===== src/rtl/activation_cache.sv =====
// Dilated-causal tap buffer: ring of past vectors, presents 4 taps DILATION apart (optional flush: ACTIVATION_CACHE_FLUSH_EN).
// Latency: out_v rises on the 5th edge counting the accepting edge; accepts are at least 6 cycles apart.
// Backpressure: in_ready only in IDLE; taps held with out_v high until out_ack.
module activation_cache #(
  parameter int W        = 16,
  parameter int D        = 4,
  parameter int DILATION = 1
) (
  input  logic           clk,
  input  logic           rst_n,
`ifdef ACTIVATION_CACHE_FLUSH_EN
  input  logic           flush,
`endif
  input  logic           in_v,
  output logic           in_ready,
  input  logic [D*W-1:0] packed_in,
  output logic [D*W-1:0] packed_a0,
  output logic [D*W-1:0] packed_a1,
  output logic [D*W-1:0] packed_a2,
  output logic [D*W-1:0] packed_a3,
  output logic           out_v,
  input  logic           out_ack
);

  localparam int L  = 3 * DILATION;
  localparam int PW = $clog2(L + 1);
  localparam int AW = PW + 1;
  localparam logic [AW-1:0] L_A   = AW'(L);
  localparam logic [AW-1:0] DIL_A = AW'(DILATION);
  localparam logic [PW-1:0] L_P   = PW'(L);
  localparam logic [PW-1:0] LAST  = PW'(L - 1);

  typedef enum logic [2:0] {IDLE, RD1, RD2, RD3, WR, VALID} state_t;

  state_t          state, state_nxt;
  logic [PW-1:0]   wr_ptr, fill;
  logic [D*W-1:0]  mem [L];
  logic [AW-1:0]   rd_dist, rd_sum;
  logic [PW-1:0]   rd_addr;
  logic            rd_mask;
  logic [D*W-1:0]  rd_dat;
  logic            flush_i;

`ifdef ACTIVATION_CACHE_FLUSH_EN
  assign flush_i = flush;
`else
  assign flush_i = 1'b0;
`endif

  // Read distance k*DILATION; adding L first keeps the index non-negative.
  always_comb begin
    rd_dist = '0;
    case (state)
      RD1:     rd_dist = DIL_A;
      RD2:     rd_dist = DIL_A + DIL_A;
      RD3:     rd_dist = L_A;
      default: rd_dist = '0;
    endcase
    rd_sum  = {1'b0, wr_ptr} + L_A - rd_dist;
    rd_addr = (rd_sum >= L_A) ? PW'(rd_sum - L_A) : PW'(rd_sum);
    rd_mask = ({1'b0, fill} < rd_dist);
    rd_dat  = rd_mask ? '0 : mem[rd_addr];
  end

  always_comb begin
    state_nxt = state;
    case (state)
      IDLE:    if (!flush_i && in_v) state_nxt = RD1;
      RD1:     state_nxt = RD2;
      RD2:     state_nxt = RD3;
      RD3:     state_nxt = WR;
      WR:      state_nxt = VALID;
      VALID:   if (out_ack) state_nxt = IDLE;
      default: state_nxt = IDLE;
    endcase
  end

  assign in_ready = (state == IDLE) && !flush_i;
  assign out_v    = (state == VALID);

  always_ff @(posedge clk or negedge rst_n) begin
    if (!rst_n) begin
      state     <= IDLE;
      wr_ptr    <= '0;
      fill      <= '0;
      packed_a0 <= '0;
      packed_a1 <= '0;
      packed_a2 <= '0;
      packed_a3 <= '0;
    end else begin
      state <= state_nxt;
      case (state)
        IDLE: begin
          if (flush_i) begin
            wr_ptr <= '0;
            fill   <= '0;
          end else if (in_v) begin
            packed_a3 <= packed_in;
          end
        end
        RD1: packed_a2 <= rd_dat;
        RD2: packed_a1 <= rd_dat;
        RD3: packed_a0 <= rd_dat;
        WR: begin
          wr_ptr <= (wr_ptr == LAST) ? '0 : wr_ptr + 1'b1;
          fill   <= (fill == L_P) ? fill : fill + 1'b1;
        end
        default: ;
      endcase
    end
  end

  // Memory is not reset; stale slots are hidden by fill.
  always_ff @(posedge clk) begin
    if (state == WR) mem[wr_ptr] <= packed_a3;
  end

endmodule


===== config.mk =====
export PLATFORM = sky130hd
export DESIGN_NAME = activation_cache
export DESIGN_NICKNAME = d
export VERILOG_FILES = /design/src/rtl/activation_cache.sv
export SDC_FILE = /design/constraint.sdc
export NUM_CORES = 1
export LEC_CHECK = 0
export CORE_UTILIZATION = 30
export DETAILED_ROUTE_END_ITERATION = 12
export PLACE_DENSITY = 0.6
export SLEW_MARGIN = 15
export SYNTH_ARGS = -nofsm -noshare
export SYNTH_HDL_FRONTEND = slang
export SYNTH_SLANG_ARGS = --single-unit

===== constraint.sdc =====
create_clock -name clk -period 10.2 [get_ports clk]
set_clock_uncertainty 0.15 [all_clocks]
set_input_delay 2.55 -clock clk [delete_from_list [all_inputs] [get_ports clk]]
set_output_delay 2.55 -clock clk [all_outputs]
set_load 0.05 [all_outputs]

## After elaboration in Yosys (flattened, before gate mapping)

Memory sizes are Yosys's and may differ from the RTL's.
Cells that the tools add are included.

- $add $sub $neg: 5
- $lt $le $gt $ge: 2
- Equality and inequality tests: 9
- Muxes and demuxes: 9
- Bitwise gates (word level): 1
- Reduce and logical (&&, ||, !) cells: 4

Operators by type and width:

| operator | number |
|---|---|
| two-way mux 64 bit | 1 |
| case mux 3 bit (6 select lines) | 1 |
| equality test 3 x 2 -> 1 bit, second input constant | 2 |
| equality test 3 bit, second input constant | 2 |
| two-way mux 3 bit | 2 |
| case mux 2 bit (3 select lines) | 1 |
| AND reduction 2 bit | 3 |
| adder 2 x 1 -> 2 bit, second input constant | 2 |
| equality test 2 bit, second input constant | 2 |
| two-way mux 2 bit | 2 |
| adder 2 x 2 -> 3 bit, second input constant | 1 |
| equality test 3 x 1 -> 1 bit, second input constant | 1 |
| >= comparator 3 x 2 -> 1 bit, second input constant | 1 |
| logical NOT 3 bit | 1 |
| less-than comparator 2 x 3 -> 1 bit | 1 |
| subtractor 3 x 2 -> 3 bit | 1 |
| two-way mux 1 bit | 2 |
| inequality test 2 x 1 -> 1 bit, second input constant | 1 |
| inequality test 2 bit, second input constant | 1 |
| subtractor 2 bit, second input constant | 1 |
| NOT 1 bit | 1 |

- Register bits: 263
- Memory bits (writable): 192
- Input bits: 68
- Output and inout port bits: 258
- Logic and storage cells: 38
- Memories: 1

Memories:

| memory | words | bits a word | rd ports | clocked after Yosys merged registers in | write ports | line | text |
|---|---|---|---|---|---|---|---|
| mem | 3 | 64 | 1 | 0 | 1 | 37 | `logic [D*W-1:0] mem [L];` |

## Longest topological paths before layout

Gate-level depths: netlist of run 1.
An unclocked memory read counts as a cell.

- Depth in word-level cells: 7
- Mapped depth: 11
- Gate-level depth less buffers: 8

## Worst setup path after synthesis of run 1

Ideal clock, no wire load.

- Path type: register -> register
- From: reg state[1]
- To: mem mem[1][0] (netlist bit) (enable)
- Library setup time: 0.581 ns
- Data arrival time: 5.868 ns
- Required time: 9.469 ns
- Slack: 3.601 ns
- Stages on the path, launching flop included: 5
- Path buffers: 2
- Period minus slack after synthesis: 6.599 ns
- Cells stage by stage: dfrtp_1 -> buf_4 -> or3b_2 -> clkbuf_1 -> nor3b_1

- Word-level cells in the longest chain between the ends: 3

Ends and longest elaborated chain:

| what | line | text |
|---|---|---|
| start, declared | 35 | `state_t state, state_nxt;` |
| start signal, assigned | 91 | `state <= state_nxt;` |
| equality test 3 bit | 115 | `if (state == WR) mem[wr_ptr] <= packed_a3;` |
| two-way mux 1 bit | 115 |  |
| two-way mux 1 bit (not written as such) | 115 |  |
| end, declared | 37 |  |

No other way between the ends.

## Worst setup path after layout of run 1

- From: reg state[1]
- To: out in_ready

- Word-level cells in the longest chain between the ends: 1

Ends and longest elaborated chain:

| what | line | text |
|---|---|---|
| logical NOT 3 bit | 78 | `assign in_ready = (state == IDLE) && !flush_i;` |
| end, declared | 15 | `output logic in_ready,` |

No other way between the ends.

==> metrics, run 1 <==
Port Buf Inserts=325; leading register cell type out of synthesis=sky130_fd_sc_hd__dfrtp_1; post-synth top area cell=sky130_fd_sc_hd__dfrtp_1; CTS tree=done; leading post-synthesis cells by instance count=sky130_fd_sc_hd__dfrtp_1 (263), sky130_fd_sc_hd__nand2_1 (195), sky130_fd_sc_hd__edfxtp_1 (192), sky130_fd_sc_hd__o31ai_1 (192), sky130_fd_sc_hd__a211o_1 (128); cell chosen for the clock root=sky130_fd_sc_hd__clkbuf_16; Worst Reg-to-Reg Cells=8; number of global-route vias before repair=13.7k; vias per cell=5.30; arrival time of data at the critical path endpoint=2.54 ns; capture point of the worst reg-to-reg path=packed_a0[47]; die area=62300 µm²; post-place instance area=22400 µm²; Setup violations, final=0; length of the first detailed-routing pass in iterations=5; fraction of layout cells with a size suffix above 1=0.144; number of DRC markers after the initial detailed-route iteration=897; cell row count=90; Worst Setup Path Type=register to primary output; fill cell total of the finished layout=5547; Antenna Nets Post-Route=0; slack of the worst reg-to-reg path=5.61 ns; number of enable flip-flop cells after synthesis=192; synth top area cells=sky130_fd_sc_hd__dfrtp_1 (36%), sky130_fd_sc_hd__edfxtp_1 (31%), sky130_fd_sc_hd__o31ai_1 (7.8%); core outline area=60500 µm²; max-capacitance violation count=0; number of buffers inserted to repair setup after CTS=0; sequential element share of the synthesized area=0.671; result of the run=complete, no violations; required time reported for the critical path endpoint=7.50 ns; Critical R2R Launch=state[0]; post-synthesis average cell area=14.0 µm²; largest net degree at the start of global routing=130; synthesized flop and latch total=455; proportion of netlist area held by the largest area contributor=0.358; initial core utilization=0.304; unrepaired setup endpoints after global routing=false; height of the die=250 µm; aggregate global routing overflow=0; final max-slew violation count=0; Yosys warnings=0; share of the cycle needed by the critical path after routing=0.514; Cells on Worst Hold Path=2; Endpoint, Worst Hold=packed_a2[25]; smallest hold slack=0.324 ns; area used by sequential logic in the layout=12300 µm²; largest fanout on the critical path=10; Bufs on Longest Clock Path=3; All-Layer GR Usage=0.181; netlist area before placement=18400 µm²; horizontal extent of the die=250 µm; detailed-route DRC error count=0; crit path setup slack, layout=4.96 ns; post-route cell area=24000 µm²; number of nets at the end of the flow=1674; Tightest Pin Transition=1.18 ns; count of cells resized by post-cts repair=0; share of async-settable or async-resettable flops after synthesis=0.578; final hold violations=0; count of hold-fix buffers inserted at cts=0; Max Clk Rate=191 MHz; synthesis-to-finish area growth=30.4%; vias after detailed routing=12.8k; count of H-tree levels built during CTS=2; global-route wire length before repair=87.2 mm; detail-routed net length per standard cell=23.4 µm; gpl congestion=0.741; total half-perimeter wirelength after legalization and detailed placement=33.3 mm; clock-pin slew of the registers on the worst-case setup and hold paths=0.06 ns; start point of the worst min-delay path=packed_a2[25]; clock latency of the later-clocked register in the worst-skew pair=0.58 ns; minimum clock period=5.24 ns; crit start category=register; headroom to the max-slew limit=0.216; Final Routed Wirelength=56.8 mm; I/O pin cnt=326; Placement Setup Slack=5.54 ns; cell with the most instances after synthesis=sky130_fd_sc_hd__dfrtp_1; critical path capture point type=primary output; setup_tns=0 ns; number of nets in the synthesized netlist=1391; total clock sinks=455; number of library cell types mapped by synthesis=36; footprint of the multi-input gates=5600 µm²; number of instances in the synthesized netlist=1318; worst min path class=register to register; total clock buffers created by CTS=51; initial antenna violation count=1
state kept, by name (all words and copies together) (netlist names):
name and cells:
packed_a3 64, packed_a0 64, mem 192, fill 2, wr_ptr 2, state 3
packed_a1 64, packed_a2 64
kinds of logic after synthesis:
| family | Yosys count | share of synthesized area |
|---|---|---|
| AND/OR/NAND/NOR | 284 | 0.0608 |
| multiplexers | 66 | 0.0410 |
| adder cells (fa/ha/maj) | 5 | 0.00381 |
| flip-flops | 455 | 0.671 |
| XOR/XNOR | 2 | 0.000952 |
| AO/OA/AOI/OAI | 391 | 0.193 |
| buffers and inverters | 115 | 0.0292 |
worst max-delay path: stages, from the launching register on:
cell,delay [ns]
sky130_fd_sc_hd__dfrtp_1,0.51
sky130_fd_sc_hd__nor3_1,0.54
sky130_fd_sc_hd__clkdlybuf4s50_1,0.91
worst max path at each step:
| stage | start | end | slack, ns | cells past startpoint |
|---|---|---|---|---|
| finish | state[1] | in_ready | 4.96 | 2 |
| global route | state[1] | in_ready | 4.94 | 2 |
| CTS | state[1] | in_ready | 4.96 | 2 |
| detailed placement | state[0] | packed_a0[47] | 5.54 | 8 |
| global placement | state[0] | packed_a0[14] | 5.53 | 9 |
| floorplan | state[1] | mem[1][0] | 3.60 | 4 |
final cells by class:
| class | instances | share of cell area |
|---|---|---|
| timing repair buffer | 344 | 0.143 |
| multi-input combinational | 748 | 0.233 |
| clock inverter | 14 | 0.00308 |
| inverter | 1 | 0.000156 |
| tap | 782 | 0.0408 |
| antenna | 1 | 0.000104 |
| sequential | 455 | 0.515 |
| clock buffer | 81 | 0.0648 |
metal layers:
| metal | vias to the layer above | wire length, µm | GRT usage |
|---|---|---|---|
| met4 | 0 | 1650 | 0.0628 |
| li1 | 5652 | - | - |
| met1 | 6710 | 24100 | 0.233 |
| met3 | 97 | 2680 | 0.0273 |
| met5 | - | 0 | 0 |
| met2 | 387 | 28400 | 0.310 |
metrics by stage:
| step | std cells | utilization |
|---|---|---|
| CTS | 2425 | 0.397 |
| floorplan | 1318 | - |
| finish | 2426 | 0.397 |
| global placement | 2329 | 0.369 |
| global route | 2426 | 0.397 |
| detailed placement | 2330 | 0.370 |
placed cells by master, fill, tap and decap left out, types with 2 or more instances in the layout:
master | Yosys | routed
sky130_fd_sc_hd__edfxtp_1 | 192 | 192
sky130_fd_sc_hd__nor3_1 | 3 | 2
sky130_fd_sc_hd__inv_4 | 0 | 2
sky130_fd_sc_hd__and2_4 | 0 | 2
sky130_fd_sc_hd__a21o_1 | 2 | 2
sky130_fd_sc_hd__clkbuf_8 | 0 | 8
sky130_fd_sc_hd__nor2_1 | 71 | 70
sky130_fd_sc_hd__clkinv_1 | 0 | 4
sky130_fd_sc_hd__or2_4 | 0 | 4
sky130_fd_sc_hd__ha_1 | 4 | 3
sky130_fd_sc_hd__mux2_2 | 65 | 65
sky130_fd_sc_hd__clkdlybuf4s50_1 | 0 | 324
sky130_fd_sc_hd__dfrtp_1 | 263 | 263
sky130_fd_sc_hd__clkbuf_16 | 0 | 55
sky130_fd_sc_hd__nand2b_1 | 2 | 2
sky130_fd_sc_hd__a211o_1 | 128 | 128
sky130_fd_sc_hd__a221oi_1 | 5 | 5
sky130_fd_sc_hd__a221oi_2 | 60 | 60
sky130_fd_sc_hd__clkbuf_1 | 41 | 18
sky130_fd_sc_hd__o31ai_1 | 192 | 192
sky130_fd_sc_hd__buf_4 | 7 | 17
sky130_fd_sc_hd__clkinv_2 | 0 | 6
sky130_fd_sc_hd__nor3b_2 | 0 | 2
sky130_fd_sc_hd__nand2_1 | 195 | 194
sky130_fd_sc_hd__nor2b_4 | 0 | 2
Power of run 1 is not shown: default switching activity piles up to over one toggle a cycle in this logic, so the estimate is an artifact.
==> run 2, diff against run 1 <==
- PLACE_DENSITY: 0.6 -> 0.62
- clock period: 10.2 -> 4.4 ns (I/O delays scaled with it)
==> run 2 against run 1 <==
Setup slack got worse by 4.3 ns; flip-flop and latch count did not move; hold slack about the same; non-clock buffer count is 9 higher; global-route usage barely moved; first-iteration DRC count shrank 8.8%; design area rose by 0.51%; routed wire length rose by 0.90%; clock-buffer cell count shrank 17; die area did not move.
==> metrics, run 2 (synthesized netlist as in run 1, its figures left out) <==
result of the run=complete, no violations; critical path capture point type=register; fraction of layout cells with a size suffix above 1=0.157 (+0.0129); horizontal extent of the die=250 µm (unchanged); required time reported for the critical path endpoint=4.72 ns (-2.78 ns); Bufs on Longest Clock Path=3 (unchanged); total clock sinks=455 (unchanged); fill cell total of the finished layout=5569 (+0.40%); post-route cell area=24100 µm² (+0.51%); I/O pin cnt=326 (unchanged); Max Clk Rate=267 MHz; crit start category=register; height of the die=250 µm (unchanged); count of H-tree levels built during CTS=2 (unchanged); Tightest Pin Transition=1.18 ns (+0.00945 ns); clock-pin slew of the registers on the worst-case setup and hold paths=0.07 ns (about the same); setup_tns=0 ns (unchanged); initial antenna violation count=2 (+1); final hold violations=0 (unchanged); worst min path class=register to register; Worst Reg-to-Reg Cells=9 (+1); largest fanout on the critical path=42 (+32); Port Buf Inserts=325 (unchanged); total half-perimeter wirelength after legalization and detailed placement=34.4 mm (+3.1%); detailed-route DRC error count=0 (unchanged); global-route wire length before repair=85.8 mm (-1.6%); aggregate global routing overflow=0 (unchanged); minimum clock period=3.75 ns; count of hold-fix buffers inserted at cts=0 (unchanged); Worst Setup Path Type=register to register; arrival time of data at the critical path endpoint=4.07 ns (+1.53 ns); gpl congestion=0.754 (+1.7%); max-capacitance violation count=0 (unchanged); flip-flop count of the largest register, all copies and words added=192 (unchanged); count of cells resized by post-cts repair=0 (unchanged); unrepaired setup endpoints after global routing=false; number of DRC markers after the initial detailed-route iteration=818 (-8.8%); cell row count=90 (unchanged); Placement Setup Slack=0.678 ns (-4.87 ns); All-Layer GR Usage=0.181 (-0.000249); detail-routed net length per standard cell=23.6 µm (+0.69%); Cells on Worst Hold Path=2 (unchanged); share of the cycle needed by the critical path after routing=0.851; synthesis-to-finish area growth=31.0%; cell chosen for the clock root=sky130_fd_sc_hd__clkbuf_16; clock latency of the later-clocked register in the worst-skew pair=0.59 ns (about the same); CTS tree=done; die area=62300 µm² (unchanged); vias per cell=5.30 (+0.15%); length of the first detailed-routing pass in iterations=5 (unchanged); number of nets at the end of the flow=1681 (+0.42%); final max-slew violation count=0 (unchanged); Final Routed Wirelength=57.4 mm (+0.90%); core outline area=60500 µm² (unchanged); Antenna Nets Post-Route=0 (unchanged); post-place instance area=22500 µm² (+0.71%); largest net degree at the start of global routing=81 (-38%); total clock buffers created by CTS=49 (-3.9%); number of buffers inserted to repair setup after CTS=0 (unchanged); register with the most flip-flops=mem; Setup violations, final=0 (unchanged); commonest non-fill, non-tap cells in the layout=sky130_fd_sc_hd__clkdlybuf4s50_1 (324), sky130_fd_sc_hd__dfrtp_1 (263), sky130_fd_sc_hd__nand2_1 (194), sky130_fd_sc_hd__o31ai_1 (192), sky130_fd_sc_hd__edfxtp_1 (192); crit path setup slack, layout=0.655 ns (-4.30 ns); number of global-route vias before repair=13.7k (-0.56%); most common library cell in the layout ignoring fill and taps=sky130_fd_sc_hd__clkdlybuf4s50_1; headroom to the max-slew limit=0.210 (-0.00630); initial core utilization=0.304 (unchanged); vias after detailed routing=12.9k (+0.36%)
[run 2: changes by cell type in the layout (fill, tap and decap cells not counted), moves of 2 or more]
| cell | before | now |
|---|---|---|
| sky130_fd_sc_hd__buf_12 | 1 | 9 |
| sky130_fd_sc_hd__clkinv_1 | 4 | 1 |
| sky130_fd_sc_hd__inv_6 | 1 | 5 |
| sky130_fd_sc_hd__inv_4 | 2 | 0 |
| sky130_fd_sc_hd__nor3b_4 | 0 | 2 |
| sky130_fd_sc_hd__nor3b_2 | 2 | 0 |
| sky130_fd_sc_hd__clkinv_2 | 6 | 12 |
| sky130_fd_sc_hd__clkinv_4 | 0 | 6 |
| sky130_fd_sc_hd__clkbuf_8 | 8 | 10 |
| sky130_fd_sc_hd__buf_4 | 17 | 19 |
| sky130_fd_sc_hd__clkbuf_1 | 18 | 4 |
| sky130_fd_sc_hd__clkbuf_16 | 55 | 50 |
[run 2: final timing paths]
check                           slack [ns]            end          start
worst max-delay path                  0.65   packed_a2[6]       state[2]
worst min-delay path                  0.32  packed_a1[59]  packed_a1[59]
worst max register to register        0.65   packed_a2[6]       state[2]
worst min register to register        0.32  packed_a1[59]  packed_a1[59]
max in group asynchronous             2.76   packed_a1[4]          rst_n
min in group asynchronous             0.36  packed_a3[28]          rst_n
[run 2: cell type report]
cell class,count,area [µm²],area share
Timing Repair Buffer,353,3580,0.148
Clock buffer,64,1400,0.0582
Multi-Input combinational cell,748,5610,0.233
Clock inverter,27,186,0.00773
Tap cell,782,978,0.0406
Sequential cell,455,12300,0.512
Inverter,1,3.75,0.000156
Antenna cell,1,2.50,0.000104
[run 2: through the flow]
step	hold WS (ns)	cells	util
after floorplan	0.319	1318	-
after global placement	0.314	2339	0.372
after detailed placement	0.316	2339	0.372
after CTS	0.329	2430	0.399
after global routing	0.354	2431	0.399
final	0.324	2431	0.399
[run 2: routing by layer]
layer	share of wire	global-route usage	up-vias
met4	0.034	0.0709	2
met1	0.42	0.226	6686
met5	0.00023	0	-
li1	-	-	5673
met3	0.047	0.0282	108
met2	0.50	0.313	423
[run 2: critical path, cell delays in order, from the launching register on]
cell and delay, ns:
sky130_fd_sc_hd__dfrtp_1 0.47, sky130_fd_sc_hd__nand2b_1 0.18, sky130_fd_sc_hd__ha_1 0.20, sky130_fd_sc_hd__fa_1 0.60, sky130_fd_sc_hd__ha_4 0.25, sky130_fd_sc_hd__or2_4 0.43, sky130_fd_sc_hd__o22ai_4 0.22, sky130_fd_sc_hd__buf_4 0.61
sky130_fd_sc_hd__nor2_1 0.17, sky130_fd_sc_hd__o31ai_1 0.32
Power of run 2 is left out for the same reason.
